===== config.mk =====
export PLATFORM = sky130hd
export DESIGN_NAME = reg_bank_demux
export DESIGN_NICKNAME = d
export VERILOG_FILES = /design/src/rtl/reg_bank_pkg.sv /design/src/rtl/decoder5to32.sv /design/src/rtl/mux2_32.sv /design/src/rtl/reg_bank_demux.sv
export SDC_FILE = /design/constraint.sdc
export NUM_CORES = 2
export LEC_CHECK = 0
export ABC_AREA = 1
export CAP_MARGIN = 25
export CORE_MARGIN = 5
export CORE_UTILIZATION = 50
export CTS_BUF_LIST = sky130_fd_sc_hd__clkbuf_4 sky130_fd_sc_hd__clkbuf_8
export CTS_CLUSTER_DIAMETER = 40
export DETAILED_ROUTE_END_ITERATION = 6
export PLACE_DENSITY = 0.66
export SETUP_SLACK_MARGIN = 0.05
export SLEW_MARGIN = 0
export SYNTH_ARGS = -nofsm -noshare
export SYNTH_HDL_FRONTEND = slang
export SYNTH_SLANG_ARGS = --single-unit

===== constraint.sdc =====
create_clock -name Clk -period 5.2 [get_ports Clk]
set_clock_uncertainty 0.1 [all_clocks]
set_input_delay 1.56 -clock Clk [delete_from_list [all_inputs] [get_ports Clk]]
set_output_delay 1.56 -clock Clk [all_outputs]
set_load 0.05 [all_outputs]

===== src/rtl/reg_bank_pkg.sv =====
// Shared defaults for the register bank and the index of the hard-wired zero register.
package reg_bank_pkg;

   localparam int WIDTH_DEF = 32;
   localparam int DEPTH_DEF = 32;
   localparam int AW_DEF    = 5;
   localparam int ZERO_REG  = 0;

endpackage


===== src/rtl/decoder5to32.sv =====
// One-hot write-enable decoder: exactly one output bit set when enabled, none otherwise.
module decoder5to32
   import reg_bank_pkg::*;
#(
   parameter int AW    = AW_DEF,
   parameter int DEPTH = DEPTH_DEF
) (
   input  logic [AW-1:0]    addr,
   input  logic             en,
   output logic [DEPTH-1:0] onehot
);

   // Default to all-zero so an unknown address with en low selects nothing.
   always_comb begin
      onehot = '0;
      if (en) begin
         onehot[addr] = 1'b1;
      end
   end

endmodule


===== src/rtl/mux2_32.sv =====
// Two-input word multiplexer used as the building block of the read trees.
module mux2_32 #(
   parameter int W = 32
) (
   input  logic [W-1:0] a,
   input  logic [W-1:0] b,
   input  logic         sel,
   output logic [W-1:0] y
);

   assign y = sel ? b : a;

endmodule


===== src/rtl/reg_bank_demux.sv =====
// Register bank with one decoded write port, two combinational read ports,
// write-through bypass, a hard-wired zero register and a write acknowledge.
module reg_bank_demux
   import reg_bank_pkg::*;
#(
   parameter int WIDTH = WIDTH_DEF,
   parameter int DEPTH = DEPTH_DEF,
   parameter int AW    = AW_DEF
) (
   input  logic             Clk,
   input  logic             Reset_n,
   input  logic             WrEn,
   input  logic [AW-1:0]    WrAddr,
   input  logic [WIDTH-1:0] WrData,
   input  logic [AW-1:0]    RdAddr1,
   input  logic [AW-1:0]    RdAddr2,
   output logic [WIDTH-1:0] RdData1,
   output logic [WIDTH-1:0] RdData2,
   output logic             WrAck
);

   // DEPTH is assumed to equal 2**AW; the read trees rely on it.

   logic             wr_commit;
   logic [DEPTH-1:0] wr_sel;
   logic             dec_unused;
   logic [WIDTH-1:0] regs [DEPTH];
   logic [AW-1:0]    rd_addr [2];
   logic [WIDTH-1:0] tree_out [2];
   logic             bypass1;
   logic             bypass2;

   // A write only counts when it targets a real register; address zero is discarded.
   assign wr_commit = WrEn && (WrAddr != AW'(ZERO_REG));

   decoder5to32 #(
      .AW    (AW),
      .DEPTH (DEPTH)
   ) u_dec (
      .addr   (WrAddr),
      .en     (wr_commit),
      .onehot (wr_sel)
   );

   // Register zero has no storage, so its decoder output goes nowhere.
   assign dec_unused = wr_sel[0];

   assign regs[0] = '0;

   for (genvar i = 1; i < DEPTH; i++) begin : g_reg
      logic [WIDTH-1:0] q;

      // Per-register storage, loaded only when its decoder line is active.
      always_ff @(posedge Clk or negedge Reset_n) begin
         if (!Reset_n) begin
            q <= '0;
         end else if (wr_sel[i]) begin
            q <= WrData;
         end
      end

      assign regs[i] = q;
   end

   assign rd_addr[0] = RdAddr1;
   assign rd_addr[1] = RdAddr2;

   // Binary mux tree per read port: stage s halves the candidates using address bit s-1.
   for (genvar p = 0; p < 2; p++) begin : g_port
      for (genvar s = 1; s <= AW; s++) begin : g_stage
         logic [WIDTH-1:0] node [DEPTH >> s];
         for (genvar n = 0; n < (DEPTH >> s); n++) begin : g_node
            if (s == 1) begin : g_leaf
               mux2_32 #(.W(WIDTH)) u_mux (
                  .a   (regs[2*n]),
                  .b   (regs[2*n+1]),
                  .sel (rd_addr[p][0]),
                  .y   (node[n])
               );
            end else begin : g_inner
               mux2_32 #(.W(WIDTH)) u_mux (
                  .a   (g_stage[s-1].node[2*n]),
                  .b   (g_stage[s-1].node[2*n+1]),
                  .sel (rd_addr[p][s-1]),
                  .y   (node[n])
               );
            end
         end
      end
      assign tree_out[p] = g_stage[AW].node[0];
   end

   // Forward the in-flight write to a matching read port; suppressed while in reset.
   assign bypass1 = Reset_n && wr_commit && (RdAddr1 == WrAddr);
   assign bypass2 = Reset_n && wr_commit && (RdAddr2 == WrAddr);
   assign RdData1 = bypass1 ? WrData : tree_out[0];
   assign RdData2 = bypass2 ? WrData : tree_out[1];

   // Acknowledge pulse one cycle after a committed write.
   always_ff @(posedge Clk or negedge Reset_n) begin
      if (!Reset_n) begin
         WrAck <= 1'b0;
      end else begin
         WrAck <= wr_commit;
      end
   end

endmodule


### Yosys cells after proc, flatten, opt, wreduce, memory -nomap -nowiden

Cells that the tools add are included.

* flip-flop bits (word level): 993
* latch bits: 0
* bits in writable memories: 0
* bits in read-only memories: 0
* input port bits: 50
* output and inout port bits: 65
* memories kept: 0

* add/sub/neg operators: 0
* $mul: 0
* div/mod/pow operators: 0
* order comparisons: 2
* equality and inequality tests: 2
* shift-type cells: 0
* multiplexer cells: 67
* bitwise logic cells: 0
* reductions and logical operators: 6

Operators with widths (count)
* 32-bit two-way mux: 65
* 5-bit equality test: 2
* 5-bit by 6-bit less-than comparator with 1-bit output (second input constant): 1
* 1-bit demux with 5-bit select: 1
* 5-bit by 1-bit >= comparator with 1-bit output (second input constant): 1
* 1-bit logical AND: 5
* 5-bit nonzero test: 1
* 1-bit two-way mux: 1

### Logic depth before layout (Yosys ltp)

* word-level depth: 6
* gate-level depth with buffers: 12
* depth with buffers taken out: 9

### Modules after synthesis

A second synthesis with hierarchy kept.

* cells, all modules: 8968
* area total of the unflattened synthesis: 68849.8 um^2

By module, submodules not included
* reg_bank_demux: instances 1, cells each 2470, area an instance 38162.9 um^2, seq. area each 24848.8 um^2
* mux2_32: instances 62, cells each 104, area an instance 491.7 um^2, seq. area each 0.0 um^2
* decoder5to32: instances 1, cells each 50, area an instance 200.2 um^2, seq. area each 0.0 um^2

### Least setup slack after synthesis

Ideal clock, no wire load.

* path type: in2out
* start: input port RdAddr1[0]
* end: output port RdData1[23]
* data arrival time: 3.196 ns
* data required time: 3.540 ns
* path slack: 0.344 ns
* stages: 12
* path buffers: 4
* path through: buf_2 -> inv_1 -> buf_2 -> clkbuf_1 -> clkbuf_1 -> nand2_1 -> nand3_1 -> nand3_1 -> nand3_1 -> nand3_1 -> nand3_1 -> nand2_1

* cells in the longest elaborated chain, start to end: 6
* elaborated cells on any way between the ends: 34
* those cells by class: eq/ne (1); mux (32); reduce/logical (1)

Ends and longest elaborated chain
* from (decl): line reg_bank_demux.sv:15 `input logic [AW-1:0] RdAddr1,`
* 32-bit two-way mux (5 in series): line mux2_32.sv:11 `assign y = sel ? b : a;`
* 32-bit two-way mux *: line reg_bank_demux.sv:96 `assign RdData1 = bypass1 ? WrData : tree_out[0];`
* to (decl): line reg_bank_demux.sv:17 `output logic [WIDTH-1:0] RdData1,`

Every way passes the cells marked *; elsewhere a longest branch is shown, timed or not.

### Worst setup path in the final report

* start: input port WrAddr[0]
* end: output port RdData2[8]

* cells in the longest elaborated chain, start to end: 5
* elaborated cells on any way between the ends: 6
* those cells by class: eq/ne (1); mux (1); reduce/logical (4)

Ends and longest elaborated chain
* from (decl): line reg_bank_demux.sv:13 `input logic [AW-1:0] WrAddr,`
* 5-bit nonzero test: line reg_bank_demux.sv:34 `assign wr_commit = WrEn && (WrAddr != AW'(ZERO_REG));`
* 1-bit logical AND: line reg_bank_demux.sv:34
* 1-bit logical AND: line reg_bank_demux.sv:95 `assign bypass2 = Reset_n && wr_commit && (RdAddr2 == WrAddr);`
* 1-bit logical AND *: line reg_bank_demux.sv:95
* 32-bit two-way mux *: line reg_bank_demux.sv:97 `assign RdData2 = bypass2 ? WrData : tree_out[1];`
* to (decl): line reg_bank_demux.sv:18 `output logic [WIDTH-1:0] RdData2,`

Marked as above.

==> flow_metrics.env <==
export IMPL_status="finished, violations left"
export IMPL_violations="design-rule violations, negative setup slack"
export IMPL_power_leakage_nw=33.8
export IMPL_clkPwrFrac_pct=34.5
export IMPL_hold_path_class="reg2reg"
export IMPL_crit_path_top_delay_cell="clkdlybuf4s50_1"
export IMPL_maxSlewViolCount=0
export IMPL_critPathMaxFanout=9
export IMPL_postCtsHoldBufs=0
export IMPL_routed_wl_um=227000
export IMPL_syn_avg_cell_area_um2=6.54
export IMPL_startpoint_type="input port"
export IMPL_pwr_share_comb_pct=24.5
export IMPL_ant_nets=0
export IMPL_yosysSeqAreaShare_pct=42.8
export IMPL_drive_gt1_share_pct=8.90
export IMPL_num_io_pins=115
export IMPL_yosys_cell_types_count=18
export IMPL_syn_inst=8878
export IMPL_ys_top_cells_by_area="dfrtp_1 43%, nand2_1 21%, nand3_1 15%, o21ai_0 8.4%, inv_1 5.7%"
export IMPL_fill_cells=10896
export IMPL_dp_hpwl_um=133000
export IMPL_synth_top_cell_by_area="dfrtp_1"
export IMPL_yosysMostFrequentCell="nand2_1"
export IMPL_crit_type="in2out"
export IMPL_fin_ws_ps=-20.2
export IMPL_cts_tree="yes"
export IMPL_internal_power_w=0.0160
export IMPL_synth_common_cells="3315 x nand2_1, 1795 x nand3_1, 993 x dfrtp_1, 970 x o21ai_0, 881 x inv_1"
export IMPL_syn_cell_area_um2=58100
export IMPL_start_util_pct=50.2
export IMPL_grt_max_degree=172
export IMPL_drv_cap=0
export IMPL_path_cells="clkdlybuf4s50_1 > buf_6 > xnor2_1 > nand3_1 > nor3_4 > nand2_8 > buf_12 > buf_4 > nand3_1 > nand2_2 > buf_12"
export IMPL_vias=60694
export IMPL_yosysWarningCount=0
export IMPL_finalPower_w=0.0243
export IMPL_die_area_um2=123000
export IMPL_wl_per_cell_um=21.7
export IMPL_p_sw_share_pct=34.1
export IMPL_io_buffers=114
export IMPL_rows=125
export IMPL_cts_buffers=189
export IMPL_cp_data_required_time_ps=3540
export IMPL_die_x_um=351
export IMPL_drcViolationCount=4
export IMPL_root_buffer="clkbuf_8"
export IMPL_final_setup_tns_ps=-42.9
export IMPL_setup_viol=4
export IMPL_power_density_nw_per_um2=363
export IMPL_grtUsageTotal_pct=36.2
export IMPL_drtIter0Drc=8157
export IMPL_nets=8796
export IMPL_yosys_area_top_type_share_pct=42.8
export IMPL_synth_main_ff_cell="dfrtp_1"
export IMPL_async_flop_share_pct=100
export IMPL_grt_ovfl_total=0
export IMPL_p_seq_share_pct=41.1
export IMPL_power_switching_w=0.00829
export IMPL_clkTransAtPathRegs_ps=50
export IMPL_cp_end_kind="primary output"
export IMPL_hold_viol=0
export IMPL_areaGrowthSynthToFinish_pct=15.5
export IMPL_place_gp_congestion=0.896
export IMPL_dr_pass1_iters=7
export IMPL_crit_family="buffers and inverters"
export IMPL_cts_buffer_depth=3
export IMPL_coreArea_um2=116000
export IMPL_post_route_min_period_ps=5220
export IMPL_grt_pass1_wl_um=344000
export IMPL_antenna_found_initial=3
export IMPL_synth_edf_count=0
export IMPL_slew_limit_headroom_pct=27.4
export IMPL_htreeDepth=4
export IMPL_period_share_pct=100
export IMPL_vias_per_cell=5.82
export IMPL_cts_sink_count=993
export IMPL_clock_latency_ps=870
export IMPL_max_freq_mhz=192
export IMPL_ir_drop_uv=272
export IMPL_die_h_um=351
export IMPL_path_buf_inv=5
export IMPL_grt_pass1_vias=56949
export IMPL_grt_setup_unrepaired="yes"
export IMPL_postLayoutCoreUtil_pct=58.0
export IMPL_syn_nets=8928
export IMPL_ys_ff_latch=993
export IMPL_tightest_slew_ps=1090
export IMPL_cp_arrival_ps=3560
export IMPL_critPathMaxStageDelay_ps=480
export IMPL_whs_ps=380
## power groups by stage
stage | Clock (W) | Sequential (W) | Combinational [W]
finish | 0.00839 | 0.0100 | 0.00595
global route | 0.00885 | 0.0102 | 0.00671
CTS | 0.00847 | 0.00998 | 0.00586
detailed placement | 0 | 0.0101 | 0.00583
global placement | 0 | 0.0101 | 0.00569
floorplan | 0 | 0.00992 | 0.00400
## metrics by stage
stage	setup WS, ps	cell area, µm²	cells
after floorplan	344	58100	8878
after global placement	-163	62700	10071
after detailed placement	-201	62700	10071
after CTS	36.8	66900	10415
after global routing	-60.0	67100	10422
final	-20.2	67100	10422
## worst paths after layout
check	startpoint	to	slack (ps)	cells after the start
min in group asynchronous	Reset_n	g_reg[19].q[10]	670	2
worst min-delay path	g_reg[19].q[0]	g_reg[19].q[0]	380	2
worst min register to register	g_reg[19].q[0]	g_reg[19].q[0]	380	2
max in group asynchronous	Reset_n	g_reg[25].q[0]	2070	4
worst max register to register	g_reg[1].q[19]	g_reg[1].q[19]	4330	2
worst max-delay path	WrAddr[0]	RdData2[8]	-20	11
## cell type report
type	instances	area [µm²]	area share [%]
tap	1524	1910	2.84
clock inverter	64	611	0.910
clock buffer	275	3490	5.20
multi-input combinational	6270	27400	40.9
timing repair buffer	402	5430	8.09
sequential	993	24800	37.0
inverter	890	3390	5.06
antenna	4	10.0	0.0149
## tightest hold or removal path, stage by stage (launching register included)
cell and delay [ps]:
dfrtp_1 340, nand2_1 50, o21ai_0 60
## cell families after synthesis
group	count (synthesis)	synth area share, %
XOR/XNOR	10	0.151
buffers and inverters	1615	10.5
flip-flops	993	42.8
AND/OR/NAND/NOR	5267	38.0
AO/OA/AOI/OAI	993	8.55
## cell usage in the layout (no fill, tap or decap), types with 8 or more instances in the layout
master           Yosys  layout
clkbuf_4             0      47
nand2_4              0      12
inv_8                0      12
inv_1              881     875
buf_4                0     171
nand2_2              8      37
clkbuf_8             0     228
buf_12               0     178
clkdlybuf4s50_1      0      35
dfrtp_1            993     993
o21ai_0            970     969
nand3_2              0       8
nand3_1           1795    1787
o21ai_1             23      23
nor2_1             136     129
clkinvlp_4           0      15
nand2_1           3315    3273
clkinv_2             0      30
## routing by layer
metal | vias up | track usage (%) | routed length [µm]
met2 | 3791 | 54.3 | 96400
met4 | 2 | 17.2 | 11700
li1 | 27828 | - | -
met5 | - | 0 | 18
met1 | 28347 | 49.3 | 90300
met3 | 726 | 9.32 | 28200
## repair_timing
| action | 4_1_cts | 5_1_grt |
|---|---|---|
| endpoints found under the hold margin | 0 | 0 |
| gates resized for setup | 33 | 31 |
| endpoints found under the setup margin | 64 | 64 |
| setup buffers | 5 | 0 |
| gates cloned | 1 | 1 |
| pin swaps | 2 | 2 |
## state kept, by name, summed over array words and instances, names as in the netlist
signal  flops
g.q       992
WrAck       1
(Power assumes the default switching activity.)
